[src/rtl/fft_wn_gen.sv]
// Streaming twiddle-factor generator for a radix-2 DIT FFT.
// Emits W_N^e for every butterfly of every stage over a valid/ready port.
module fft_wn_gen #(
  parameter int unsigned FFT_LOG2  = 6,
  parameter int unsigned FFT_WN_WD = 10
) (
  input  logic                   clk,
  input  logic                   rst,
  input  logic                   i_start,
  input  logic                   i_inv,
  output logic                   o_busy,
  output logic                   o_done,
  output logic                   o_out_vld,
  input  logic                   i_out_rdy,
  output logic [FFT_WN_WD-1:0]   o_out_re,
  output logic [FFT_WN_WD-1:0]   o_out_im,
  output logic [3:0]             o_out_stg,
  output logic [FFT_LOG2-2:0]    o_out_bfy,
  output logic                   o_out_last
);

  localparam int unsigned N   = 1 << FFT_LOG2;
  localparam int unsigned Q   = N / 4;
  localparam int unsigned B_W = FFT_LOG2 - 1;
  localparam int unsigned A_W = FFT_LOG2 - 1;
  localparam int unsigned M_W = FFT_WN_WD - 1;
  localparam longint      PI_Q30 = 64'sd3373259426;

  localparam logic [1:0] S_IDLE  = 2'd0;
  localparam logic [1:0] S_RUN   = 2'd1;
  localparam logic [1:0] S_DRAIN = 2'd2;

  // Elaboration-time round(2^(WD-2) * sin(2*pi*k/N)) using a Q30 Taylor series.
  function automatic logic [M_W-1:0] tab_val(input int unsigned k);
    longint x, x2, term, acc, v;
    x    = (PI_Q30 * longint'(k)) / longint'(2 * Q);
    x2   = (x * x) >>> 30;
    term = x;
    acc  = x;
    for (int n = 1; n < 14; n++) begin
      term = -((term * x2) >>> 30) / longint'((2 * n) * (2 * n + 1));
      acc  = acc + term;
    end
    v = (acc * (longint'(1) << (FFT_WN_WD - 2)) + (longint'(1) << 29)) >>> 30;
    return M_W'(v);
  endfunction

  logic [M_W-1:0] w_rom [0:Q];
  for (genvar k = 0; k <= Q; k++) begin : g_rom
    localparam logic [M_W-1:0] TV = tab_val(k);
    assign w_rom[k] = TV;
  end

  logic [1:0]     r_state, w_state_nxt;
  logic [3:0]     r_s;
  logic [B_W-1:0] r_b;
  logic           r_inv, r_busy, r_done;

  logic           r_p1_vld, r_p1_q, r_p1_last;
  logic [B_W-1:0] r_p1_e, r_p1_b;
  logic [3:0]     r_p1_s;

  logic                 r_out_vld, r_out_last;
  logic [FFT_WN_WD-1:0] r_out_re, r_out_im;
  logic [3:0]           r_out_stg;
  logic [B_W-1:0]       r_out_bfy;

  logic                 w_p2_adv, w_p1_adv, w_start_ok, w_issue, w_issue_last, w_last_hs;
  logic [B_W-1:0]       w_e;
  logic                 w_q;
  logic [A_W-1:0]       w_ra, w_ia;
  logic [FFT_WN_WD-1:0] w_re_mag, w_im_mag, w_re, w_im;

  assign w_p2_adv     = !r_out_vld | i_out_rdy;
  assign w_p1_adv     = !r_p1_vld | w_p2_adv;
  // A start in the done cycle is held off so the finished sequence is fully retired.
  assign w_start_ok   = (r_state == S_IDLE) & i_start & !r_done;
  assign w_issue      = w_start_ok | ((r_state == S_RUN) & w_p1_adv);
  assign w_issue_last = (r_s == 4'(FFT_LOG2 - 1)) & (r_b == {B_W{1'b1}});
  assign w_last_hs    = r_out_vld & i_out_rdy & r_out_last;

  assign w_e = B_W'((32'(r_b) & ((32'd1 << r_s) - 32'd1)) << (32'(FFT_LOG2 - 1) - 32'(r_s)));
  assign w_q = 32'(w_e) > Q;

  always_comb begin
    w_state_nxt = r_state;
    case (r_state)
      S_IDLE:  if (w_start_ok) w_state_nxt = S_RUN;
      S_RUN:   if (w_issue && w_issue_last) w_state_nxt = S_DRAIN;
      S_DRAIN: if (w_last_hs) w_state_nxt = S_IDLE;
      default: w_state_nxt = S_IDLE;
    endcase
  end

  always_ff @(posedge clk or posedge rst) begin
    if (rst) r_state <= S_IDLE;
    else     r_state <= w_state_nxt;
  end

  // Issue counters sit at zero while idle, so the start cycle issues (0,0) directly.
  always_ff @(posedge clk or posedge rst) begin
    if (rst) begin
      r_s    <= '0;
      r_b    <= '0;
      r_inv  <= 1'b0;
      r_busy <= 1'b0;
      r_done <= 1'b0;
    end else begin
      if (w_issue) begin
        if (w_issue_last) begin
          r_s <= '0;
          r_b <= '0;
        end else if (r_b == {B_W{1'b1}}) begin
          r_b <= '0;
          r_s <= r_s + 4'd1;
        end else begin
          r_b <= r_b + B_W'(1);
        end
      end
      if (w_start_ok) r_inv <= i_inv;
      if (w_start_ok)     r_busy <= 1'b1;
      else if (w_last_hs) r_busy <= 1'b0;
      r_done <= w_last_hs;
    end
  end

  always_ff @(posedge clk or posedge rst) begin
    if (rst) begin
      r_p1_vld  <= 1'b0;
      r_p1_e    <= '0;
      r_p1_q    <= 1'b0;
      r_p1_s    <= '0;
      r_p1_b    <= '0;
      r_p1_last <= 1'b0;
    end else if (w_p1_adv) begin
      r_p1_vld <= w_issue;
      if (w_issue) begin
        r_p1_e    <= w_e;
        r_p1_q    <= w_q;
        r_p1_s    <= r_s;
        r_p1_b    <= r_b;
        r_p1_last <= w_issue_last;
      end
    end
  end

  // Quadrant folding: both magnitudes come from the same quarter-wave table.
  assign w_ra     = r_p1_q ? A_W'(32'(r_p1_e) - Q) : A_W'(Q - 32'(r_p1_e));
  assign w_ia     = r_p1_q ? A_W'(2 * Q - 32'(r_p1_e)) : r_p1_e;
  assign w_re_mag = {1'b0, w_rom[w_ra]};
  assign w_im_mag = {1'b0, w_rom[w_ia]};
  assign w_re     = r_p1_q ? -w_re_mag : w_re_mag;
  assign w_im     = r_inv ? w_im_mag : -w_im_mag;

  always_ff @(posedge clk or posedge rst) begin
    if (rst) begin
      r_out_vld  <= 1'b0;
      r_out_re   <= '0;
      r_out_im   <= '0;
      r_out_stg  <= '0;
      r_out_bfy  <= '0;
      r_out_last <= 1'b0;
    end else if (w_p2_adv) begin
      r_out_vld <= r_p1_vld;
      if (r_p1_vld) begin
        r_out_re   <= w_re;
        r_out_im   <= w_im;
        r_out_stg  <= r_p1_s;
        r_out_bfy  <= r_p1_b;
        r_out_last <= r_p1_last;
      end
    end
  end

  assign o_busy     = r_busy;
  assign o_done     = r_done;
  assign o_out_vld  = r_out_vld;
  assign o_out_re   = r_out_re;
  assign o_out_im   = r_out_im;
  assign o_out_stg  = r_out_stg;
  assign o_out_bfy  = r_out_bfy;
  assign o_out_last = r_out_last;

endmodule

[config.mk]
export PLATFORM = sky130hd
export DESIGN_NAME = fft_wn_gen
export DESIGN_NICKNAME = d
export VERILOG_FILES = /design/src/rtl/fft_wn_gen.sv
export SDC_FILE = /design/constraint.sdc
export NUM_CORES = 1
export LEC_CHECK = 0
export BUFFER_PORTS_ARGS = -buffer_cell sky130_fd_sc_hd__clkbuf_2
export CAP_MARGIN = 25
export CORE_ASPECT_RATIO = 0.6
export CORE_MARGIN = 1
export CORE_UTILIZATION = 37
export DETAILED_ROUTE_END_ITERATION = 10
export PLACE_DENSITY = 0.59
export SKIP_CTS_REPAIR_TIMING = 1
export SYNTH_ARGS = -nofsm -noshare
export SYNTH_HDL_FRONTEND = slang
export SYNTH_SLANG_ARGS = --single-unit
[constraint.sdc]
create_clock -name clk -period 9.74 [get_ports clk]
set_clock_uncertainty 0.15 [all_clocks]
set_input_delay 0.487 -clock clk [delete_from_list [all_inputs] [get_ports clk]]
set_output_delay 0.487 -clock clk [all_outputs]
set_load 0.02 [all_outputs]
==> reports/metrics.cfg <==
[finish]
fillers = 1030
antennaDiodeCount = 0
syn_to_final_growth_pct = 14.2
final_area_mm2 = 0.00479
drive_above_1_share_pct = 17.8
layout.nets = 526
fin_util_pct = 44.3

[power_and_ir_drop]
power.total_mw = 1.45
p_per_area_mw_per_mm2 = 303
peakVddDrop_mv = 0.107
leakage_nw = 2.14

[clocking]
cts_tree = built
clk_pin_slew_ns = 0.06
clock_latency_ns = 0.33
root_buffer = clkbuf_16
cts.sinks = 62
cts.path.max_buffers = 2
htree_levels = 3
cts_buffers = 9

[routing]
first_pass_iters = 4
drt_wl_total_mm = 10.3
viasPerCell = 5.55
final_antenna_net_count = 0
wl_met1_mm = 5.59
drc = 0
met2_length_mm = 3.79
dr.max_layer_used = met4
met3_length_um = 870
dr.first_iter.drc_count = 248
vias = 3539
wire_per_inst_um = 16.2

[status]
outcome = finished clean

[synthesis]
synth-seq-cells = 62
synth_cell_types = 73
ys_seq_area_share_pct = 37.0
synth_edf_count = 0
synth-simple-area-share_pct = 21.7
synthXorXnorAreaFrac_pct = 4.74
synth_top_family_by_area = simple AND/OR/NAND/NOR gates
syn_area_mm2 = 0.00420
synthFlopType = dfrtp_1
post-synth-top-count-cell = nand2_1
async_flop_share_pct = 100
synth_cells = 469
syn_avg_cell_area_um2 = 8.95
synth_compound_area_share_pct = 18.8
synthMuxAreaShare_pct = 5.40
synth_top_cell_by_area = dfrtp_1
synth.area.top_cells = dfrtp_1 37%, ha_1 8.1%, nand2_1 7.7%, o21ai_0 4.3%, mux2_2 2.4%
synthTopCellsByCount = 86 x nand2_1, 62 x dfrtp_1, 36 x o21ai_0
synth_nets = 501
yosys_warnings = 0
synthAdderAreaFrac_pct = 8.05
synth_top_area_share_pct = 37.0

[floorplanning]
die_area_mm2 = 0.0118
die_h_um = 84.5
initial_core_util_pct = 38.8
die_w_um = 139
core_region_area_mm2 = 0.0108
ios = 38
num_rows = 29

[placed_design]
place.gp.congestion = 0.888
place_area_mm2 = 0.00446
dp_hpwl_mm = 7.53
io_buffers = 37
pre_cts_slack_ns = 5.73

[setup_path]
critPathKind = register to register
critPathLaunch = r_p1_e[0]
cp_max_fo = 20
critPathSlowestCell = dfrtp_1
cpMostUsedCell = ha_1
cp.required_ns = 9.84
path_buf_inv = 1
crit_chain = inv_1 > ha_1 > nand2b_1 > xnor2_2 > nor2_1 > o21ai_0 > o311ai_0 > nand2_1 > ha_1 > o31a_1 > a41oi_1 > xor2_1 > o21ai_1
max_stage_delay_ns = 0.85
cp-start-kind = register
cp-end-kind = register
crit_family = compound AO/OA/AOI/OAI gates
worstPathArrival_ns = 4.24
r2r-start = r_p1_e[0]

[global_route]
grt_pass1_vias = 3205
grt_pass1_wl_mm = 17.1
grt_max_degree = 63
overflow = 0
grtUsageTotal_pct = 18.6
antenna_found_initial = 0

[run]
drv_cap = 0

[sta]
max-slew-margin-rel_pct = 35.8
slew_violations = 0
setup_viol = 0
finalSetupTns_ns = 0
timing.final.crit_share_pct = 42.4
fmax_mhz = 242
finalHoldViolCount = 0
rsz0062_at_grt = no
finalCriticalPeriod_ns = 4.13
worst_slack_ns = 5.61
tightest_slew_ns = 0.959

[hold_path]
hp-class = primary input to asynchronous set/reset pin

per-stage QoR:
stage,std cells,hold slack (ns)
2_1_floorplan,469,0.283
3_3_place_gp,622,0.299
3_5_place_dp,622,0.301
4_1_cts,638,0.223
5_1_grt,638,0.225
6_report,638,0.219
routing by layer:
layer,GRT usage (%),up-vias
met5,0,-
met4,4.95,0
met3,6.45,8
met2,23.3,132
met1,29.1,1677
li1,-,1722
worst paths after layout:
path / to / slack [ns] / cells after the start
max in group asynchronous: r_p1_e[1] / 8.70 / 3
min: o_out_vld / 0.22 / 3
max: o_out_im[6] / 5.61 / 13
min reg2reg: o_out_bfy[1] / 0.31 / 2
max reg2reg: o_out_im[6] / 5.61 / 13
min in group clk: r_inv / 0.24 / 2
state kept, by name, summed over array words and instances (netlist names), 2 cells and up:
register   cells
r_p1_e         5
r_p1_b         5
r_s            4
r_state        2
o_out_bfy      5
o_out_im      10
o_out_re      10
r_b            5
o_out_stg      4
r_p1_s         4
cell usage in the layout, fill, tap and decap left out, types with 3 or more instances in the layout:
master and count:
nand2_1 86, dfrtp_1 62, clkbuf_2 37, o21ai_0 36, ha_1 27, nor2_1 20, a21oi_1 18, inv_1 14
nor3_1 12, nand3_1 11, xnor2_1 10, nand2b_1 9, xor2_1 9, mux2_2 9, clkbuf_16 9, mux2i_1 8
o21ai_1 7, nor2b_1 6, nor3b_1 6, a31oi_1 5, o31ai_1 5, o211ai_1 4, or2_2 4, a21o_1 4
nand3b_1 4, buf_4 4, o21a_1 3, or3_1 3, a211oi_1 3, o22ai_1 3
kinds of logic (layout without fill, tap and decap cells):
kind of cell,count (synthesis),in the layout
xor+xnor,21,21
simple gates,182,182
compound gates,116,116
fa+ha+maj,27,27
flops,62,62
buf+inv,42,72
mux,19,19
worst min-delay path, cell delays in order:
cell and delay (ns):
clkbuf_2 0.09, inv_2 0.03, buf_4 0.62
cell type report:
| class | instances | area, µm² | share of cell area, % |
|---|---|---|---|
| multi-input cells | 365 | 2460 | 51.4 |
| repair buffers | 41 | 215 | 4.49 |
| clock inverters | 6 | 92.6 | 1.93 |
| well taps | 139 | 174 | 3.63 |
| inverters | 15 | 56.3 | 1.17 |
| clock buffers | 10 | 239 | 4.99 |
| flip-flops and latches | 62 | 1550 | 32.4 |
power by group:
part	switching, mW	total, mW	leakage (nW)	internal, mW
logic	0.404	0.662	1.19	0.258
registers	0.0943	0.434	0.788	0.339
clock network	0.124	0.356	0.155	0.232
Power figures use the tool's default switching activity.
